**src/rtl/nco_iq.sv**
```systemverilog
// I/Q numerically-controlled oscillator: phase accumulator with signed delta trim,
// 180-degree flip for DPSK, quarter-wave sine ROM and a three-stage sin/cos pipeline.
module nco_iq #(
    parameter int PHASE_W = 16,
    parameter int DLT_W   = 11,
    parameter int OUT_W   = 8,
    parameter int LUT_AW  = 6
) (
    input  logic                      clk,
    input  logic                      rst,
    input  logic                      rd_en,
    input  logic [PHASE_W-1:0]        fcw_base,
    input  logic [DLT_W-1:0]          dlt_step,
    input  logic                      phase_flip,
    output logic signed [OUT_W-1:0]   sin_out,
    output logic signed [OUT_W-1:0]   cos_out,
    output logic                      out_valid
);

    localparam int MAG_W = OUT_W - 1;
    localparam int DEPTH = 2 ** LUT_AW;
    localparam int AMP   = (2 ** (OUT_W - 1)) - 1;
    localparam int PH_W  = LUT_AW + 2;

    // Midpoint-sampled quarter sine in Q30 fixed point (Taylor series), rounded to MAG_W bits.
    function automatic logic [MAG_W-1:0] table_entry(input int k);
        longint x;
        longint x2;
        longint term;
        longint sum;
        longint scaled;
        x    = (64'sd3373259426 * longint'(2 * k + 1)) >>> (LUT_AW + 2);
        x2   = (x * x) >>> 30;
        term = x;
        sum  = x;
        for (int n = 1; n <= 9; n++) begin
            term = -(((term * x2) >>> 30) / longint'((2 * n) * (2 * n + 1)));
            sum  = sum + term;
        end
        scaled = (longint'(AMP) * sum + (64'sd1 <<< 29)) >>> 30;
        return scaled[MAG_W-1:0];
    endfunction

    logic [MAG_W-1:0] rom_s [DEPTH];

    for (genvar k = 0; k < DEPTH; k++) begin : g_rom
        localparam logic [MAG_W-1:0] ROM_VAL = table_entry(k);
        assign rom_s[k] = ROM_VAL;
    end

    logic [PHASE_W-1:0] acc_r;
    logic               flip_r;
    logic [PH_W-1:0]    ph_r;
    logic               v1_r;

    logic [PHASE_W-1:0] inc_s;
    logic               flip_n_s;

    assign inc_s    = fcw_base + PHASE_W'($signed(dlt_step));
    assign flip_n_s = flip_r ^ phase_flip;

    // Stage 1: advance the accumulator and latch the (flipped) table-resolution phase.
    always_ff @(posedge clk) begin
        if (rst) begin
            acc_r  <= {PHASE_W{1'b0}};
            flip_r <= 1'b0;
            ph_r   <= {PH_W{1'b0}};
            v1_r   <= 1'b0;
        end else begin
            v1_r <= rd_en;
            if (rd_en) begin
                // Adding the flip at the MSB only toggles the top bit of the sample phase.
                ph_r   <= {acc_r[PHASE_W-1] ^ flip_n_s, acc_r[PHASE_W-2 -: PH_W-1]};
                acc_r  <= acc_r + inc_s;
                flip_r <= flip_n_s;
            end else begin
                ph_r   <= ph_r;
                acc_r  <= acc_r;
                flip_r <= flip_r;
            end
        end
    end

    logic [1:0]        q_s;
    logic [1:0]        qc_s;
    logic [LUT_AW-1:0] idx_s;
    logic [LUT_AW-1:0] sin_addr_s;
    logic [LUT_AW-1:0] cos_addr_s;

    assign q_s   = ph_r[PH_W-1 -: 2];
    assign qc_s  = q_s + 2'd1;
    assign idx_s = ph_r[LUT_AW-1:0];

    // Odd quadrants walk the quarter table backwards.
    always_comb begin
        sin_addr_s = idx_s;
        cos_addr_s = idx_s;
        if (q_s[0]) begin
            sin_addr_s = ~idx_s;
        end else begin
            sin_addr_s = idx_s;
        end
        if (qc_s[0]) begin
            cos_addr_s = ~idx_s;
        end else begin
            cos_addr_s = idx_s;
        end
    end

    logic [MAG_W-1:0] sin_mag_r;
    logic [MAG_W-1:0] cos_mag_r;
    logic             sin_neg_r;
    logic             cos_neg_r;
    logic             v2_r;

    // Stage 2: ROM read of magnitudes plus sign from the upper half-circle bit.
    always_ff @(posedge clk) begin
        if (rst) begin
            sin_mag_r <= {MAG_W{1'b0}};
            cos_mag_r <= {MAG_W{1'b0}};
            sin_neg_r <= 1'b0;
            cos_neg_r <= 1'b0;
            v2_r      <= 1'b0;
        end else begin
            v2_r <= v1_r;
            if (v1_r) begin
                sin_mag_r <= rom_s[sin_addr_s];
                cos_mag_r <= rom_s[cos_addr_s];
                sin_neg_r <= q_s[1];
                cos_neg_r <= qc_s[1];
            end else begin
                sin_mag_r <= sin_mag_r;
                cos_mag_r <= cos_mag_r;
                sin_neg_r <= sin_neg_r;
                cos_neg_r <= cos_neg_r;
            end
        end
    end

    logic [OUT_W-1:0] sin_ext_s;
    logic [OUT_W-1:0] cos_ext_s;

    assign sin_ext_s = {1'b0, sin_mag_r};
    assign cos_ext_s = {1'b0, cos_mag_r};

    // Stage 3: apply sign; magnitudes never exceed AMP so negation cannot overflow.
    always_ff @(posedge clk) begin
        if (rst) begin
            sin_out   <= {OUT_W{1'b0}};
            cos_out   <= {OUT_W{1'b0}};
            out_valid <= 1'b0;
        end else begin
            out_valid <= v2_r;
            if (v2_r) begin
                sin_out <= sin_neg_r ? -sin_ext_s : sin_ext_s;
                cos_out <= cos_neg_r ? -cos_ext_s : cos_ext_s;
            end else begin
                sin_out <= sin_out;
                cos_out <= cos_out;
            end
        end
    end

endmodule

```
**config.mk**
```make
export PLATFORM = sky130hd
export DESIGN_NAME = nco_iq
export DESIGN_NICKNAME = d
export VERILOG_FILES = /design/src/rtl/nco_iq.sv
export SDC_FILE = /design/constraint.sdc
export NUM_CORES = 1
export LEC_CHECK = 0
export CELL_PAD_IN_SITES_DETAIL_PLACEMENT = 0
export CELL_PAD_IN_SITES_GLOBAL_PLACEMENT = 1
export CORE_ASPECT_RATIO = 0.75
export CORE_MARGIN = 3
export CORE_UTILIZATION = 45
export DETAILED_ROUTE_END_ITERATION = 8
export GPL_TIMING_DRIVEN = 0
export PLACE_DENSITY_LB_ADDON = 0.1
export SLEW_MARGIN = 25
export SYNTH_ARGS = -nofsm -noshare
export SYNTH_HDL_FRONTEND = slang
export SYNTH_SLANG_ARGS = --single-unit
```
**constraint.sdc**
```tcl
create_clock -name clk -period 4.44 [get_ports clk]
set_input_delay 0.888 -clock clk [delete_from_list [all_inputs] [get_ports clk]]
set_output_delay 0.888 -clock clk [all_outputs]
set_load 0.02 [all_outputs]
```
=== Yosys cells after proc, flatten, opt, wreduce, memory -nomap -nowiden ===
Memory sizes are Yosys's and may differ from the RTL's. A register that Yosys moved wholly into a read port is not among the register bits.
Cells that the tools add are included.

* Output and inout bits: 17
* Register bits: 46
* Word-level logic and storage cells: 26
* Memories: 2
* Input bits: 31
* Memory bits (writable): 0
* Latch bits: 0
* ROM bits: 896

{| class="wikitable"
|+ Memories
! memory !! depth !! width !! read ports !! clocked after memory_dff !! write ports !! line !! RTL
|-
| (no name shown) || 64 || 7 || 1 || 1 || 0 || 128 || <nowiki>cos_mag_r <= rom_s[cos_addr_s];</nowiki>
|-
| (no name shown) || 64 || 7 || 1 || 1 || 0 || 127 || <nowiki>sin_mag_r <= rom_s[sin_addr_s];</nowiki>
|}

* Shift operators: 0
* Equal/unequal tests: 0
* Bitwise logic cells: 5
* Multipliers: 0
* Div/mod/pow operators: 0
* Reduce and logical (&&, ||, !) cells: 0
* $lt $le $gt $ge: 0
* Add/sub/neg operators: 5
* Multiplexer cells: 4

{| class="wikitable"
|+ Operator list
! cell !! number
|-
| $add 16x16->16 || 2
|-
| $mux 8 || 2
|-
| $neg 7->8 || 2
|-
| $not 6->7 || 2
|-
| $mux 6 || 2
|-
| $not 6->6 || 1
|-
| $add 2x1->2 const B || 1
|-
| $xor 1x1->1 || 2
|}

=== Depth between registers and ports, before layout ===
Gate-level depths: netlist (run 1).

* Depth in word-level cells: 3
* Depth in mapped cells: 14
* Depth with buffers taken out: 12

=== Worst setup path before layout (run 1) ===
No wires, ideal clock.

* Path kind: input port to flip-flop
* From: input fcw_base[1]
* To: register acc_r[15]
* Data required time: 4.361 ns
* Setup slack: 1.435 ns
* Data arrival time: 2.926 ns
* Buffers on the path: 0
* Setup time: 0.079 ns
* Stages on the path: 10
* Cell sequence: fa_1 -> ha_1 -> inv_1 -> fa_1 -> nor2b_1 -> o21a_1 -> a31oi_1 -> o2bb2ai_1 -> a311o_1 -> o211ai_1

* Longest elaborated chain between the ends: 2

{| class="wikitable"
|+ Ends and longest elaborated chain
! what !! line !! RTL
|-
| from (decl) || 12 || <nowiki>input logic [PHASE_W-1:0] fcw_base,</nowiki>
|-
| $add 16x16->16 || 59 || <nowiki>assign inc_s = fcw_base + PHASE_W'($signed(dlt_step));</nowiki>
|-
| $add 16x16->16 || 74 || <nowiki>acc_r <= acc_r + inc_s;</nowiki>
|-
| to (signal assigned) || 65 || <nowiki>acc_r <= {PHASE_W{1'b0}};</nowiki>
|-
| to (signal assigned) || 74 ||
|-
| to (signal assigned) || 78 || <nowiki>acc_r <= acc_r;</nowiki>
|-
| to (decl) || 51 || <nowiki>logic [PHASE_W-1:0] acc_r;</nowiki>
|}

No other way between the ends.
A chain may end at the register's enable or synchronous reset.

=== Final worst setup path (run 1) ===
* From: register ph_r[6]
* To: register cos_mag_r[0]

* Longest elaborated chain between the ends: 3

{| class="wikitable"
|+ Ends and longest elaborated chain
! what !! line !! RTL
|-
| from (decl) || 53 || <nowiki>logic [PH_W-1:0] ph_r;</nowiki>
|-
| from (signal assigned) || 67 || <nowiki>ph_r <= {PH_W{1'b0}};</nowiki>
|-
| from (signal assigned) || 73 || <nowiki>ph_r <= {acc_r[PHASE_W-1] ^ flip_n_s, acc_r[PHASE_W-2 -: PH_W-1]};</nowiki>
|-
| from (signal assigned) || 77 || <nowiki>ph_r <= ph_r;</nowiki>
|-
| $add 2x1->2 || 91 || <nowiki>assign qc_s = q_s + 2'd1;</nowiki>
|-
| $mux 6 || 103 || <nowiki>if (qc_s[0]) begin</nowiki>
|-
| $not 6->7 (not written as such) || 128 ||
|-
| to (decl) || 111 || <nowiki>logic [MAG_W-1:0] cos_mag_r;</nowiki>
|}

No other way between the ends.

==> flow_metrics.py, run 1 <==
metrics = {
    "outcome": {
        "status": "completed",
    },
    "sta": {
        "fin_ws_ns": 0.508,
        "report.final.slew_viol_count": 0,
        "timing.final.crit_share": 0.886,
        "fin_crit_ns": 3.93,
        "rsz0062_at_grt": "no",
        "final-hold-violation-count": 0,
        "setup-tns-final_ns": 0,
        "worst_clock_skew_ns": 0.00758,
        "slew_headroom": 0.330,
        "hold_slack_ns": 0.485,
        "tightestPinTransition_ns": 0.992,
        "clock.fmax_mhz": 254,
        "setup_violations": 0,
    },
    "drt": {
        "wl_met3_um": 2510,
        "wl_per_cell_um": 21.6,
        "highest-signal-layer": "met4",
        "m1WireLength_um": 9040,
        "routed-wl-met2_um": 7760,
        "drtPass1Iterations": 6,
        "vias": 5810,
        "drc": 0,
        "antenna_left": 0,
        "viasPerCell": 6.36,
        "routed_wl_um": 19700,
        "drt_iter0_drc": 836,
    },
    "die": {
        "core_mm2": 0.0113,
        "num_rows": 33,
        "dieArea_mm2": 0.0133,
        "die_y_um": 101,
        "ios": 48,
        "die_x_um": 132,
        "initial_core_util": 0.476,
    },
    "worst_setup_path": {
        "critical-path-max-stage-delay_ns": 0.76,
        "slowest_stage": "a221oi_1",
        "crit_fanout": 11,
        "rrSetupSlack_ns": 0.51,
        "cp_num_buf_inv": 6,
        "worstPathArrival_ns": 4.10,
        "path_cells": "buf_4 -> buf_4 -> buf_2 -> buf_2 -> xnor2_1 -> inv_1 -> ha_1 -> clkbuf_1 -> mux2i_1 -> o21ai_0 -> a221oi_1 -> o221ai_1",
        "crit_type": "flip-flop to flip-flop",
        "worstSetupEndpointType": "flip-flop",
        "critPathLaunchType": "flip-flop",
        "crit_family": "buffers and inverters",
        "required_ns": 4.60,
    },
    "grt": {
        "grt_pass1_wl_um": 31000,
        "antenna_found_initial": 0,
        "grt_start_max_net_pins": 13,
        "grt_pass1_vias": 5563,
        "grt_use_total": 0.296,
        "gr-total-overflow": 0,
    },
    "yosys": {
        "ys_seq_area_frac": 0.223,
        "synth.area.mux_share": 0.0529,
        "netlist_area_mm2": 0.00539,
        "ys_ff_latch": 60,
        "syn_area_per_cell_um2": 7.76,
        "synth_adder_area_share": 0.134,
        "synth_cell_types": 58,
        "synth_edf_count": 0,
        "ys_async_sr_fraction": 0,
        "synth.top_cells.by_count": "nor2_1 (73), dfxtp_1 (60), nand2_1 (60)",
        "yosysTopAreaCell": "dfxtp_1",
        "syn_inst": 694,
        "synthSimpleGateAreaFrac": 0.180,
        "synth_top_family_by_area": "compound AO/OA/AOI/OAI gates",
        "netlist.area_leader.share": 0.223,
        "synth.most_common_cell": "nor2_1",
        "yosysWarnings": 0,
        "synthTopCellsByArea": "dfxtp_1 (22%), ha_1 (7.4%), fa_1 (5.9%), nor2_1 (5.1%), mux2i_1 (5.0%)",
        "ys.flop_type": "dfxtp_1",
        "synth_nets": 773,
        "synth-compound-area-share": 0.274,
        "synth_xor_area_frac": 0.0599,
    },
    "clock_network": {
        "cts.path.max_buffers": 2,
        "clockRootBuffer": "clkbuf_16",
        "cts_tree": "built",
        "worstSkewPairLatency_ns": 0.32,
        "cts.sinks": 60,
        "ctsResizeCount": 0,
        "holdBufCountCts": 0,
        "clk_pin_slew_worst_paths_ns": 0.05,
        "htreeDepth": 3,
        "cts_setup_buffers": 0,
        "numCtsBuffers": 9,
    },
    "place": {
        "dpl_cell_area_mm2": 0.00604,
        "place.detailed.hpwl_um": 15000,
        "port_buffers": 46,
        "gp_congestion": 1.05,
        "post-place-ws_ns": 0.703,
    },
    "power_and_ir_drop": {
        "clock_power_share": 0.202,
        "leakagePower_nw": 2.39,
        "seq_power_share": 0.216,
        "irDropWorstVdd_v": 0.000328,
        "netSwitchingFraction": 0.464,
        "comb_power_share": 0.582,
        "p_int_mw": 1.83,
        "powerDensity_mw_per_mm2": 537,
        "p_sw_mw": 1.58,
    },
    "run": {
        "drv_cap": 0,
    },
    "final_layout": {
        "drive_above_1_share": 0.0622,
        "fillCellCount": 1093,
        "final_nets": 830,
        "syn2layout_area_growth_pct": 17.8,
        "design_area_mm2": 0.00635,
    },
    "worst_hold_path": {
        "hold_path_class": "flip-flop to flip-flop",
    },
}
[worst paths after layout]
| check | from | endpoint | cells past startpoint |
|---|---|---|---|
| worst max-delay path | ph_r[6] | cos_mag_r[0] | 12 |
| worst min-delay path | cos_out[3] | cos_out[3] | 2 |
| worst max register to register | ph_r[6] | cos_mag_r[0] | 12 |
| worst min register to register | cos_out[3] | cos_out[3] | 2 |
[cells in the final DEF, fill, tap and decap left out, drive strengths merged, types with 7 or more instances in the layout]
master         netlist  layout
clkbuf              30      39
o22ai               10      10
a31oi               15      15
o311ai               8       8
nor3                16      16
a211oi              23      23
xor2                12      12
o221ai              11      11
nor2                74      74
inv                 30      31
clkdlybuf4s50        0      46
nand2               60      60
xnor2               24      24
mux2i               27      27
ha                  32      32
dfxtp               60      60
a221oi              12      12
nand2b              14      14
nor2b               11      11
fa                  16      16
clkinv               2       7
buf                 31      31
nand3               11      11
a21oi               38      38
o21ai               48      48
[through the flow]
step / utilization / power (mW) / std cells
CTS: 0.561 / 3.34 / 913
detailed placement: 0.534 / 2.64 / 897
global placement: 0.534 / 2.60 / 897
global route: 0.561 / 3.64 / 913
floorplan: - / 2.09 / 694
finish: 0.561 / 3.41 / 914
[cell type report]
class,count,area [um^2],area share
repair buffers,46,460,0.0725
clock buffers,9,225,0.0355
plain buffers,61,290,0.0457
well taps,157,196,0.0309
multi-input cells,541,3780,0.595
clock inverters,7,75.1,0.0118
flip-flops and latches,60,1200,0.189
diodes,1,2.50,0.000394
inverters,32,120,0.0189
[sequential cells by signal (all words and copies together), names as in the netlist]
name and flops:
cos_neg_r 1, v1_r 1, sin_neg_r 1, cos_mag_r 7, flip_r 1, acc_r 16
v2_r 1, ph_r 8, out_valid 1, sin_mag_r 7, cos_out 8, sin_out 8
[layer usage]
layer	track usage	vias up
li1	-	2650
met1	0.439	2750
met2	0.416	352
met3	0.0998	58
met4	0.0599	0
met5	0	-
[power by group through the flow]
stage | Clock [mW] | Combinational (mW) | Sequential, mW
6_report | 0.688 | 1.98 | 0.736
2_1_floorplan | 0 | 1.38 | 0.714
5_1_grt | 0.727 | 2.17 | 0.748
3_5_place_dp | 0 | 1.89 | 0.746
3_3_place_gp | 0 | 1.86 | 0.741
4_1_cts | 0.696 | 1.91 | 0.735
[worst register-to-register path, stage by stage, from the launching register on]
cell and delay (ns):
dfxtp_1 0.30, buf_4 0.20, buf_4 0.25, buf_2 0.31, buf_2 0.36, xnor2_1 0.27, inv_1 0.23, ha_1 0.25
clkbuf_1 0.28, mux2i_1 0.23, o21ai_0 0.10, a221oi_1 0.76, o221ai_1 0.23
[logic make-up (layout without fill, tap and decap cells)]
group | after synthesis | count (layout)
other | 0 | 1
and+or+nand+nor | 211 | 211
DFF | 60 | 60
xor gates and xnor gates | 36 | 36
buffers and inverters | 93 | 155
adders and majority gates | 48 | 48
AOI/OAI and AO/OA | 218 | 218
muxes | 28 | 28
No activity file was read; power rests on OpenSTA's default activity.
==> run 2, diff against run 1 <==
CORE_UTILIZATION = 40   (was 45)
clock period = 3.6 ns   (was 4.44 ns; I/O delays follow)
==> run 2 against run 1 <==
Clock skew fell by 0.00064 ns. Die area up 12%. Maximum frequency is 15% higher. Total power grew 25%. Count of clock-buffer cells in the layout is 3 higher. Sequential cell count did not move. Combinational power grew 23%. First-iteration DRC count fell by 28%. Register-to-register slack got worse by 0.33 ns. Sequential power is 24% higher. Critical path type unchanged. Critical endpoint unchanged. Largest power group unchanged.
==> flow_metrics.py, run 2 (synthesized netlist as in run 1, its figures left out) <==
metrics = {
    "outcome": {
        "status": "completed",
    },
    "sta": {
        "rsz0062_at_grt": "no",
        "final-hold-violation-count": 0,
        "slew_headroom": 0.458,
        "report.final.slew_viol_count": 0,
        "clock.fmax_mhz": 292,
        "fin_crit_ns": 3.42,
        "tightestPinTransition_ns": 0.813,
        "timing.final.crit_share": 0.951,
        "worst_clock_skew_ns": 0.00693,
        "hold_slack_ns": 0.483,
        "setup_violations": 0,
        "setup-tns-final_ns": 0,
    },
    "worst_setup_path": {
        "slowest_stage": "clkbuf_1",
        "crit_fanout": 10,
        "cp_num_buf_inv": 3,
        "r2r_end": "cos_mag_r[0]",
        "r2r.worst_path.cells": 11,
        "path_cells": "clkbuf_1 -> xnor2_1 -> inv_1 -> ha_2 -> clkbuf_1 -> xnor2_1 -> nor2_1 -> o211ai_1 -> o21ai_0 -> a21oi_1 -> o221ai_1",
        "r2r_start": "ph_r[1]",
        "worstSetupEndpointType": "flip-flop",
        "crit_type": "flip-flop to flip-flop",
        "rrSetupSlack_ns": 0.18,
        "worstPathArrival_ns": 3.59,
        "crit_family": "buffers and inverters",
        "required_ns": 3.77,
        "critical-path-max-stage-delay_ns": 0.64,
        "critPathLaunchType": "flip-flop",
    },
    "clock_network": {
        "clockRootBuffer": "clkbuf_16",
        "holdBufCountCts": 0,
        "cts.path.max_buffers": 2,
        "cts_tree": "built",
        "clk_pin_slew_worst_paths_ns": 0.05,
        "htreeDepth": 3,
        "cts.sinks": 60,
        "worstSkewPairLatency_ns": 0.32,
        "numCtsBuffers": 9,
    },
    "place": {
        "port_buffers": 46,
        "place.detailed.hpwl_um": 15200,
        "placedCellCount": 911,
        "gp_congestion": 1.01,
    },
    "grt": {
        "grt_start_max_net_pins": 11,
        "grt_pass1_wl_um": 30600,
        "grt_use_total": 0.263,
        "gr-total-overflow": 0,
        "grt_pass1_vias": 5346,
        "antenna_found_initial": 0,
    },
    "drt": {
        "drt_iter0_drc": 605,
        "drc": 0,
        "antenna_left": 0,
        "wl_per_cell_um": 21.5,
        "drtPass1Iterations": 5,
        "vias": 5725,
        "routed_wl_um": 19800,
        "viasPerCell": 6.20,
    },
    "die": {
        "die_y_um": 107,
        "dieArea_mm2": 0.0149,
        "core_mm2": 0.0131,
        "initial_core_util": 0.412,
        "num_rows": 36,
        "ios": 48,
        "die_x_um": 140,
    },
    "power_and_ir_drop": {
        "clock_power_share": 0.209,
        "powerDensity_mw_per_mm2": 665,
        "seq_power_share": 0.215,
        "netSwitchingFraction": 0.456,
        "p_sw_mw": 1.94,
        "p_int_mw": 2.31,
        "comb_power_share": 0.575,
        "irDropWorstVdd_v": 0.000368,
        "leakagePower_nw": 2.39,
    },
    "final_layout": {
        "drive_above_1_share": 0.0665,
        "fin_util": 0.489,
        "largest_reg_flops": 16,
        "syn2layout_area_growth_pct": 18.6,
        "final_common_cell": "nor2_1",
        "diodes": 0,
        "layout_common_cells": "nor2_1 (73), nand2_1 (60), dfxtp_1 (60), clkdlybuf4s50_1 (46), o21ai_0 (43)",
        "finalNonFillerCells": 923,
        "final_nets": 827,
        "top_register": "acc_r",
    },
    "run": {
        "drv_cap": 0,
    },
    "worst_hold_path": {
        "hold_depth": 2,
        "worstHoldStart": "cos_out[6]",
        "hold_path_end": "cos_out[6]",
        "hold_path_class": "flip-flop to flip-flop",
    },
}
run 2: per-layer routing:
layer | vias up | part of all wire | global-route usage
met1 | 2699 | 0.47 | 0.405
met3 | 41 | 0.12 | 0.0962
li1 | 2638 | - | -
met4 | 0 | 0.016 | 0.0512
met5 | - | 0 | 0
met2 | 347 | 0.39 | 0.346
run 2: layout make-up:
cell class	instances	area, um^2
plain buffers	58	289
flip-flops and latches	60	1200
inverters	32	120
well taps	171	214
clock inverters	3	45.0
repair buffers	46	460
fillers	1281	6670
clock buffers	12	267
multi-input cells	541	3790
run 2: tightest hold or removal path, stage by stage, from the launching register on:
cell and delay (ns):
dfxtp_1 0.31, nor2_1 0.08, a211oi_1 0.05
run 2: what timing repair did:
item,4_1_cts,5_1_grt
setup endpoints to repair,3,3
resized for setup,2,5
buffers inserted,0,0
pin swaps,0,0
run 2: worst max-delay path by stage:
| stage | startpoint | to | slack, ns | cells after the start |
|---|---|---|---|---|
| 2_1_floorplan | ph_r[6] | sin_mag_r[1] | 0.72 | 14 |
| 3_3_place_gp | ph_r[0] | sin_mag_r[1] | -0.09 | 12 |
| 3_5_place_dp | ph_r[6] | cos_mag_r[2] | -0.10 | 13 |
| 4_1_cts | ph_r[6] | sin_mag_r[1] | 0.04 | 14 |
| 5_1_grt | ph_r[6] | sin_mag_r[1] | 0.03 | 13 |
| 6_report | ph_r[1] | cos_mag_r[0] | 0.18 | 11 |
run 2: stage by stage:
stage | instance area, um^2 | total power [mW] | worst slack, ns
3_5_place_dp | 6060 | 3.27 | -0.102
3_3_place_gp | 6060 | 3.26 | -0.0892
4_1_cts | 6370 | 4.17 | 0.0416
6_report | 6390 | 4.25 | 0.175
2_1_floorplan | 5390 | 2.58 | 0.716
5_1_grt | 6390 | 4.52 | 0.0317
run 2: power groups by stage:
stage | clock network [mW] | logic (mW) | registers [mW]
finish | 0.890 | 2.44 | 0.915
global route | 0.935 | 2.65 | 0.932
CTS | 0.904 | 2.36 | 0.908
detailed placement | 0 | 2.35 | 0.920
global placement | 0 | 2.34 | 0.914
floorplan | 0 | 1.70 | 0.881
